### src/rtl/hazard_pkg.sv
// Shared types for the LEGv8 execute-stage hazard controller: forwarding selects,
// the zero register index and the per-stage register-metadata record.
package hazard_pkg;

  localparam int unsigned RegW = 5;
  localparam logic [RegW-1:0] XZR = 5'd31;

  typedef enum logic [1:0] {
    FWD_REG = 2'b00,
    FWD_WB  = 2'b01,
    FWD_MEM = 2'b10
  } fwd_sel_t;

  typedef struct packed {
    logic            valid;
    logic [RegW-1:0] rn;
    logic [RegW-1:0] rm;
    logic            uses_rm;
    logic [RegW-1:0] rd;
    logic            regWrite;
    logic            memRead;
    logic            branch;
    logic            uncond;
  } stage_rec_t;

  localparam stage_rec_t BUBBLE = '0;

  // True when the record will write a real register that matches src.
  function automatic logic writes_reg(stage_rec_t rec, logic [RegW-1:0] src);
    return rec.valid & rec.regWrite & (rec.rd != XZR) & (rec.rd == src);
  endfunction

endpackage

### src/rtl/fwd_select.sv
// Forwarding select for one ALU operand: picks the youngest in-flight producer of i_src.
module fwd_select
  import hazard_pkg::*;
(
  input  stage_rec_t      i_mem,
  input  stage_rec_t      i_wb,
  input  logic [RegW-1:0] i_src,
  output fwd_sel_t        o_sel
);

  logic w_unused;
  assign w_unused = ^{i_mem.rn, i_mem.rm, i_mem.uses_rm, i_mem.memRead, i_mem.branch,
                      i_mem.uncond, i_wb.rn, i_wb.rm, i_wb.uses_rm, i_wb.memRead,
                      i_wb.branch, i_wb.uncond};

  always_comb begin
    o_sel = FWD_REG;
    if (writes_reg(i_mem, i_src)) begin
      o_sel = FWD_MEM;
    end else if (writes_reg(i_wb, i_src)) begin
      o_sel = FWD_WB;
    end
  end

endmodule

### src/rtl/hazard_ctrl.sv
// Execute-stage hazard controller: shadows EX/MEM/WB destination metadata and drives
// forwarding selects, load-use stall, branch flush and stall/flush event counters.
module hazard_ctrl
  import hazard_pkg::*;
#(
  parameter int unsigned CW = 32,
  parameter int unsigned RW = 5
) (
  input  logic          clk,
  input  logic          reset,
  input  logic          id_valid,
  input  logic [RW-1:0] id_rn,
  input  logic [RW-1:0] id_rm,
  input  logic          id_uses_rm,
  input  logic [RW-1:0] id_rd,
  input  logic          id_regWrite,
  input  logic          id_memRead,
  input  logic          id_branch,
  input  logic          id_uncond,
  input  logic          zero_E,
  output logic [1:0]    forwardA,
  output logic [1:0]    forwardB,
  output logic          stall,
  output logic          flush_if,
  output logic          flush_id,
  output logic          pcsrc,
  output logic [CW-1:0] stall_cnt,
  output logic [CW-1:0] flush_cnt
);

  stage_rec_t    r_ex, r_mem, r_wb;
  logic [CW-1:0] r_stall_cnt, r_flush_cnt;

  stage_rec_t w_id_rec;
  fwd_sel_t   w_fwd_a, w_fwd_b;
  logic       w_load_use, w_taken, w_stall;
  logic       w_unused;

  assign w_id_rec = '{
    valid:    id_valid,
    rn:       id_rn,
    rm:       id_rm,
    uses_rm:  id_uses_rm,
    rd:       id_rd,
    regWrite: id_regWrite,
    memRead:  id_memRead,
    branch:   id_branch,
    uncond:   id_uncond
  };

  assign w_unused = ^{r_ex.uses_rm, r_ex.regWrite};

  fwd_select u_fwd_a (
    .i_mem (r_mem),
    .i_wb  (r_wb),
    .i_src (r_ex.rn),
    .o_sel (w_fwd_a)
  );

  fwd_select u_fwd_b (
    .i_mem (r_mem),
    .i_wb  (r_wb),
    .i_src (r_ex.rm),
    .o_sel (w_fwd_b)
  );

  assign w_load_use = r_ex.valid & r_ex.memRead & (r_ex.rd != XZR) & id_valid &
                      ((r_ex.rd == id_rn) | (id_uses_rm & (r_ex.rd == id_rm)));
  assign w_taken    = ~reset & r_ex.valid & (r_ex.uncond | (r_ex.branch & zero_E));
  // A taken branch squashes the ID instruction, so stalling it would be pointless.
  assign w_stall    = ~reset & w_load_use & ~w_taken;

  assign forwardA  = (~reset & r_ex.valid) ? w_fwd_a : FWD_REG;
  assign forwardB  = (~reset & r_ex.valid) ? w_fwd_b : FWD_REG;
  assign stall     = w_stall;
  assign flush_if  = w_taken;
  assign flush_id  = w_taken;
  assign pcsrc     = w_taken;
  assign stall_cnt = r_stall_cnt;
  assign flush_cnt = r_flush_cnt;

  always_ff @(posedge clk) begin
    if (reset) begin
      r_ex        <= BUBBLE;
      r_mem       <= BUBBLE;
      r_wb        <= BUBBLE;
      r_stall_cnt <= '0;
      r_flush_cnt <= '0;
    end else begin
      r_wb  <= r_mem;
      r_mem <= r_ex;
      r_ex  <= (w_stall | w_taken) ? BUBBLE : w_id_rec;
      if (w_stall) begin
        r_stall_cnt <= r_stall_cnt + CW'(1);
      end
      if (w_taken) begin
        r_flush_cnt <= r_flush_cnt + CW'(1);
      end
    end
  end

endmodule

### config.mk
export PLATFORM = sky130hd
export DESIGN_NAME = hazard_ctrl
export DESIGN_NICKNAME = d
export VERILOG_FILES = /design/src/rtl/hazard_pkg.sv /design/src/rtl/fwd_select.sv /design/src/rtl/hazard_ctrl.sv
export SDC_FILE = /design/constraint.sdc
export NUM_CORES = 1
export LEC_CHECK = 0
export CORE_MARGIN = 1
export CORE_UTILIZATION = 30
export CTS_CLUSTER_DIAMETER = 30
export DETAILED_ROUTE_END_ITERATION = 8
export SYNTH_ARGS = -nofsm -noshare
export SYNTH_HDL_FRONTEND = slang
export SYNTH_HIERARCHICAL = 1
export SYNTH_SLANG_ARGS = --single-unit
### constraint.sdc
create_clock -name clk -period 3.2 [get_ports clk]
set_input_delay 0.64 -clock clk [delete_from_list [all_inputs] [get_ports clk]]
set_output_delay 0.64 -clock clk [all_outputs]
set_load 0.02 [all_outputs]
**Word level (Yosys, flattened, before mapping)**

Cells that the tools add are included.

- Word-level logic and storage cells: 57
- Output and inout bits: 72
- Input port bits: 24
- Register bits: 98

- Mux-type cells: 6
- Eq/ne operators: 9
- Reductions and logical operators: 1
- Add/subtract/negate cells: 2
- Bitwise operators: 23

Operator list:

| kind | number |
|---|---|
| 32-bit by 1-bit adder with 32-bit output, second input constant | 2 |
| 5-bit equality test | 6 |
| 1-bit AND | 18 |
| 5-bit != test, second input constant | 3 |
| 2-bit 2-to-1 mux | 4 |
| 1-bit OR | 3 |
| 1-bit 2-to-1 mux | 2 |
| 1-bit inverter | 2 |
| 2-bit OR reduction | 1 |

**Longest topological paths before layout**

- Depth after elaboration: 8
- Gate-level depth with buffers: 8

**Cells and area by module**

The synthesis kept the hierarchy.

By module, submodules not included:

| module | instances | cells each | area each (sq um) | seq. area each (sq um) |
|---|---|---|---|---|
| hazard_ctrl | 1 | 520 | 4,845.9 | 2,542.4 |
| fwd_select | 2 | 21 | 151.4 | 0.0 |

**Least setup slack after synthesis**

OpenSTA, ideal clock, no wires.

- Path type: in2out
- Start point: input reset
- End point: output stall
- Setup slack: 0.539 ns
- Required time: 2.560 ns
- Cell stages on the path: 5
- Data arrival time: 2.021 ns
- Path buffers: 1
- Cell sequence: buf_6 or2b_2 nor2_1 or2_2 nor2_1

- Word-level cells in the longest chain between the ends: 5
- Elaborated cells between the ends (all ways): 6
- Those cells by class: 6 x bitwise

Ends and longest elaborated chain:

| what | RTL line | text |
|---|---|---|
| start: declaration | hazard_ctrl.sv:10 | `input logic reset,` |
| 1-bit inverter | hazard_ctrl.sv:69 | `assign w_taken = ~reset & r_ex.valid & (r_ex.uncond \| (r_ex.branch & zero_E));` |
| 1-bit AND (2 in series) | hazard_ctrl.sv:69 |  |
| net flush_id | hazard_ctrl.sv:25 | `output logic flush_id,` |
| 1-bit inverter | hazard_ctrl.sv:71 | `assign w_stall = ~reset & w_load_use & ~w_taken;` |
| 1-bit AND | hazard_ctrl.sv:71 |  |
| end: declaration | hazard_ctrl.sv:23 | `output logic stall,` |

The timed path passes the listed nets, and every way through them passes these cells.

**Final worst setup path**

- Start point: input id_rm[2]
- End point: output stall

- Word-level cells in the longest chain between the ends: 6

Ends and longest elaborated chain:

| what | RTL line | text |
|---|---|---|
| start: declaration | hazard_ctrl.sv:13 | `input logic [RW-1:0] id_rm,` |
| 5-bit equality test | hazard_ctrl.sv:68 | `((r_ex.rd == id_rn) \| (id_uses_rm & (r_ex.rd == id_rm)));` |
| 1-bit AND | hazard_ctrl.sv:68 |  |
| 1-bit OR | hazard_ctrl.sv:68 |  |
| 1-bit AND | hazard_ctrl.sv:67 | `assign w_load_use = r_ex.valid & r_ex.memRead & (r_ex.rd != XZR) & id_valid &` |
| 1-bit AND (2 in series) | hazard_ctrl.sv:71 |  |

No other way between the ends.

==> key figures <==
Worst setup path
  – WS Path Type: in2out
  – Reg-to-Reg Start: r_ex[6]
  – Startpoint types: input pin
  – CP Capture Type: output pin
  – CP max-delay cell: clkdlybuf4s50_1
  – CP startpoint: id_rm[2]
  – Crit path arrival time: 2.42 ns
  – Data required, critical path: 2.56 ns
  – CP max stage delay: 0.43 ns
  – CP top delay family: buffers and inverters
  – Worst path cell trace: clkdlybuf4s50_1 > xor2_1 > nor4_1 > a32oi_2 > nor2_1 > dlygate4sd2_1
  – R2R setup slack: 0.92 ns
  – Critical-path maximum fanout: 2
  – R2R depth: 7
  – R2r endpoint: stall_cnt[10]
  – CP bufs+invs: 2

Timing
  – Max Clk Rate: 327 MHz
  – Unrepaired setup endpoints after global routing: no
  – Final min period: 3.06 ns
  – Worst rel slew slack: 52.6%
  – Worst clock skew: 0.00992 ns
  – # setup viols final: 0
  – Final period util: 95.7%
  – Final Hold Fails: 0
  – Setup TNS: 0 ns
  – Slew Limit Fails: 0
  – Least-Margin Pin Slew: 0.711 ns

Floorplan
  – Io pins: 96
  – CORE AREA: 0.0141 sq mm
  – Die Y: 123 um
  – Die X-Extent: 123 um
  – Die area: 0.0151 sq mm
  – FP Rows: 43
  – Initial core utilization: 31.1%

Finish
  – Ant. Diodes: 0
  – Most frequent cells in the layout: dfxtp_1 (98), clkdlybuf4s50_1 (93), nor2_1 (62), xnor2_1 (50), nand3_1 (30)
  – Final nets: 626
  – Share of cells above drive strength 1: 6.94%
  – Final core occ: 42.0%
  – Area grow syn2layout: 35.0%
  – Fillers: 1414
  – Commonest non-fill, non-tap cell in the layout: dfxtp_1

Worst hold path
  – HP Class: reg2reg
  – WHS Path Cells: 1
  – Hold path startpoint: r_ex[3]
  – Hold Path Sink: r_mem[3]

Route
  – DRT iter0 DRCs: 186
  – Post-route DRC violation count: 0
  – Vias: 3760
  – TritonRoute pass-1 iters: 4
  – ANT nets after route: 0
  – Final WL: 11000 um
  – DR WL/cell: 14.0 um
  – DR vias/cell: 4.79

CTS
  – Hold-fix buffers, CTS: 0
  – Clock Path Buffers: 2
  – Worst-path clk slew: 0.06 ns
  – CTS tree: built
  – CTS sink count: 98
  – CTS root buf: clkbuf_16
  – Skew-Pair Late Insertion Delay: 0.35 ns
  – H-tree Lvls: 3
  – Num CTS Buffers: 9

Logic synthesis
  – Gate Count Post-Synth: 504
  – Syn Nets: 530
  – Mapped cell area: 0.00439 sq mm
  – Synth warn: 6
  – Mapped Avg Cell Area: 8.70 sq um

Power
  – Pint: 2.17 mW
  – P_leak: 1.96 nW
  – Switch share: 20.1%
  – Logic pwr share: 4.7%
  – Worst vdd ir: 0.270 mV
  – Switching power: 0.545 mW
  – Clock share of power: 48.8%
  – Power share of the sequential group: 46.5%
  – P per Cell Area: 459 mW/mm^2

Global routing
  – Initial antenna violation count: 0
  – Grt total ovfl: 0
  – All-Layer GR Usage: 15.4%
  – Vias in the first global route: 3677
  – First-pass GRT wire length: 18100 um
  – Largest net degree at the start of global routing: 67

Placed design
  – Port buffer count: 95
  – RePlAce Congestion: 0.791
  – Hpwl dp: 7950 um

Flow run
  – Max-Cap Viols: 0

Status
  – Status: finished clean
per-layer routing:
metal / vias to the layer above / global-route usage (%) / routed length, um
met1: 1772 / 20.3 / 5440
met2: 81 / 23.9 / 4860
met4: 0 / 5.41 / 126
li1: 1900 / - / -
met3: 7 / 4.34 / 578
met5: - / 0 / 0
timing repair:
action,4_1_cts,5_1_grt
endpoints found under the hold margin,0,0
endpoints found under the setup margin,1,0
gates resized for setup,1,0
setup buffers,0,0
layout make-up:
| class | count | area (sq um) | share of cell area [%] |
|---|---|---|---|
| Multi-Input combinational cell | 371 | 2280 | 38.5 |
| Sequential cell | 98 | 1960 | 33.1 |
| Timing Repair Buffer | 108 | 1040 | 17.6 |
| Clock buffer | 11 | 243 | 4.10 |
| Tap cell | 180 | 225 | 3.80 |
| Clock inverter | 5 | 125 | 2.11 |
| Inverter | 12 | 45.0 | 0.761 |
metrics by stage:
stage | cell area, sq um | instances | power [mW] | worst slack, ns | hold slack, ns
2_1_floorplan | 4390 | 504 | 1.36 | 0.539 | 0.414
3_3_place_gp | 5550 | 769 | 1.42 | -0.150 | 0.419
3_5_place_dp | 5550 | 769 | 1.42 | -0.174 | 0.425
4_1_cts | 5920 | 785 | 2.74 | 0.107 | 0.442
5_1_grt | 5920 | 785 | 2.81 | 0.0201 | 0.478
6_report | 5920 | 785 | 2.71 | 0.139 | 0.437
power groups by stage:
stage / Combinational (mW) / Clock, mW / Sequential (mW)
after global routing: 0.140 / 1.41 / 1.26
after detailed placement: 0.128 / 0 / 1.29
after floorplan: 0.0768 / 0 / 1.28
after CTS: 0.128 / 1.35 / 1.26
final: 0.127 / 1.33 / 1.26
after global placement: 0.125 / 0 / 1.29
worst max path at each step:
stage / end / slack (ns) / cells after the start
after floorplan: stall / 0.54 / 5
after global placement: stall / -0.15 / 6
after detailed placement: stall / -0.17 / 6
after CTS: stall / 0.11 / 6
after global routing: stall / 0.02 / 6
final: stall / 0.14 / 6
flip-flops by register name (all words and copies together), names as in the netlist:
signal / cells
flush_cnt: 32
stall_cnt: 32
r_ex: 20
r_mem: 7
r_wb: 7
worst reg2reg max path, stage by stage (launching register included):
cell and delay (ns):
dfxtp_1 0.36, xor2_1 0.18, nor4_1 0.37, a32oi_2 0.19, buf_4 0.26, or2_1 0.34
or3_1 0.36, a21oi_1 0.15
No activity file was read; power rests on OpenSTA's default activity.
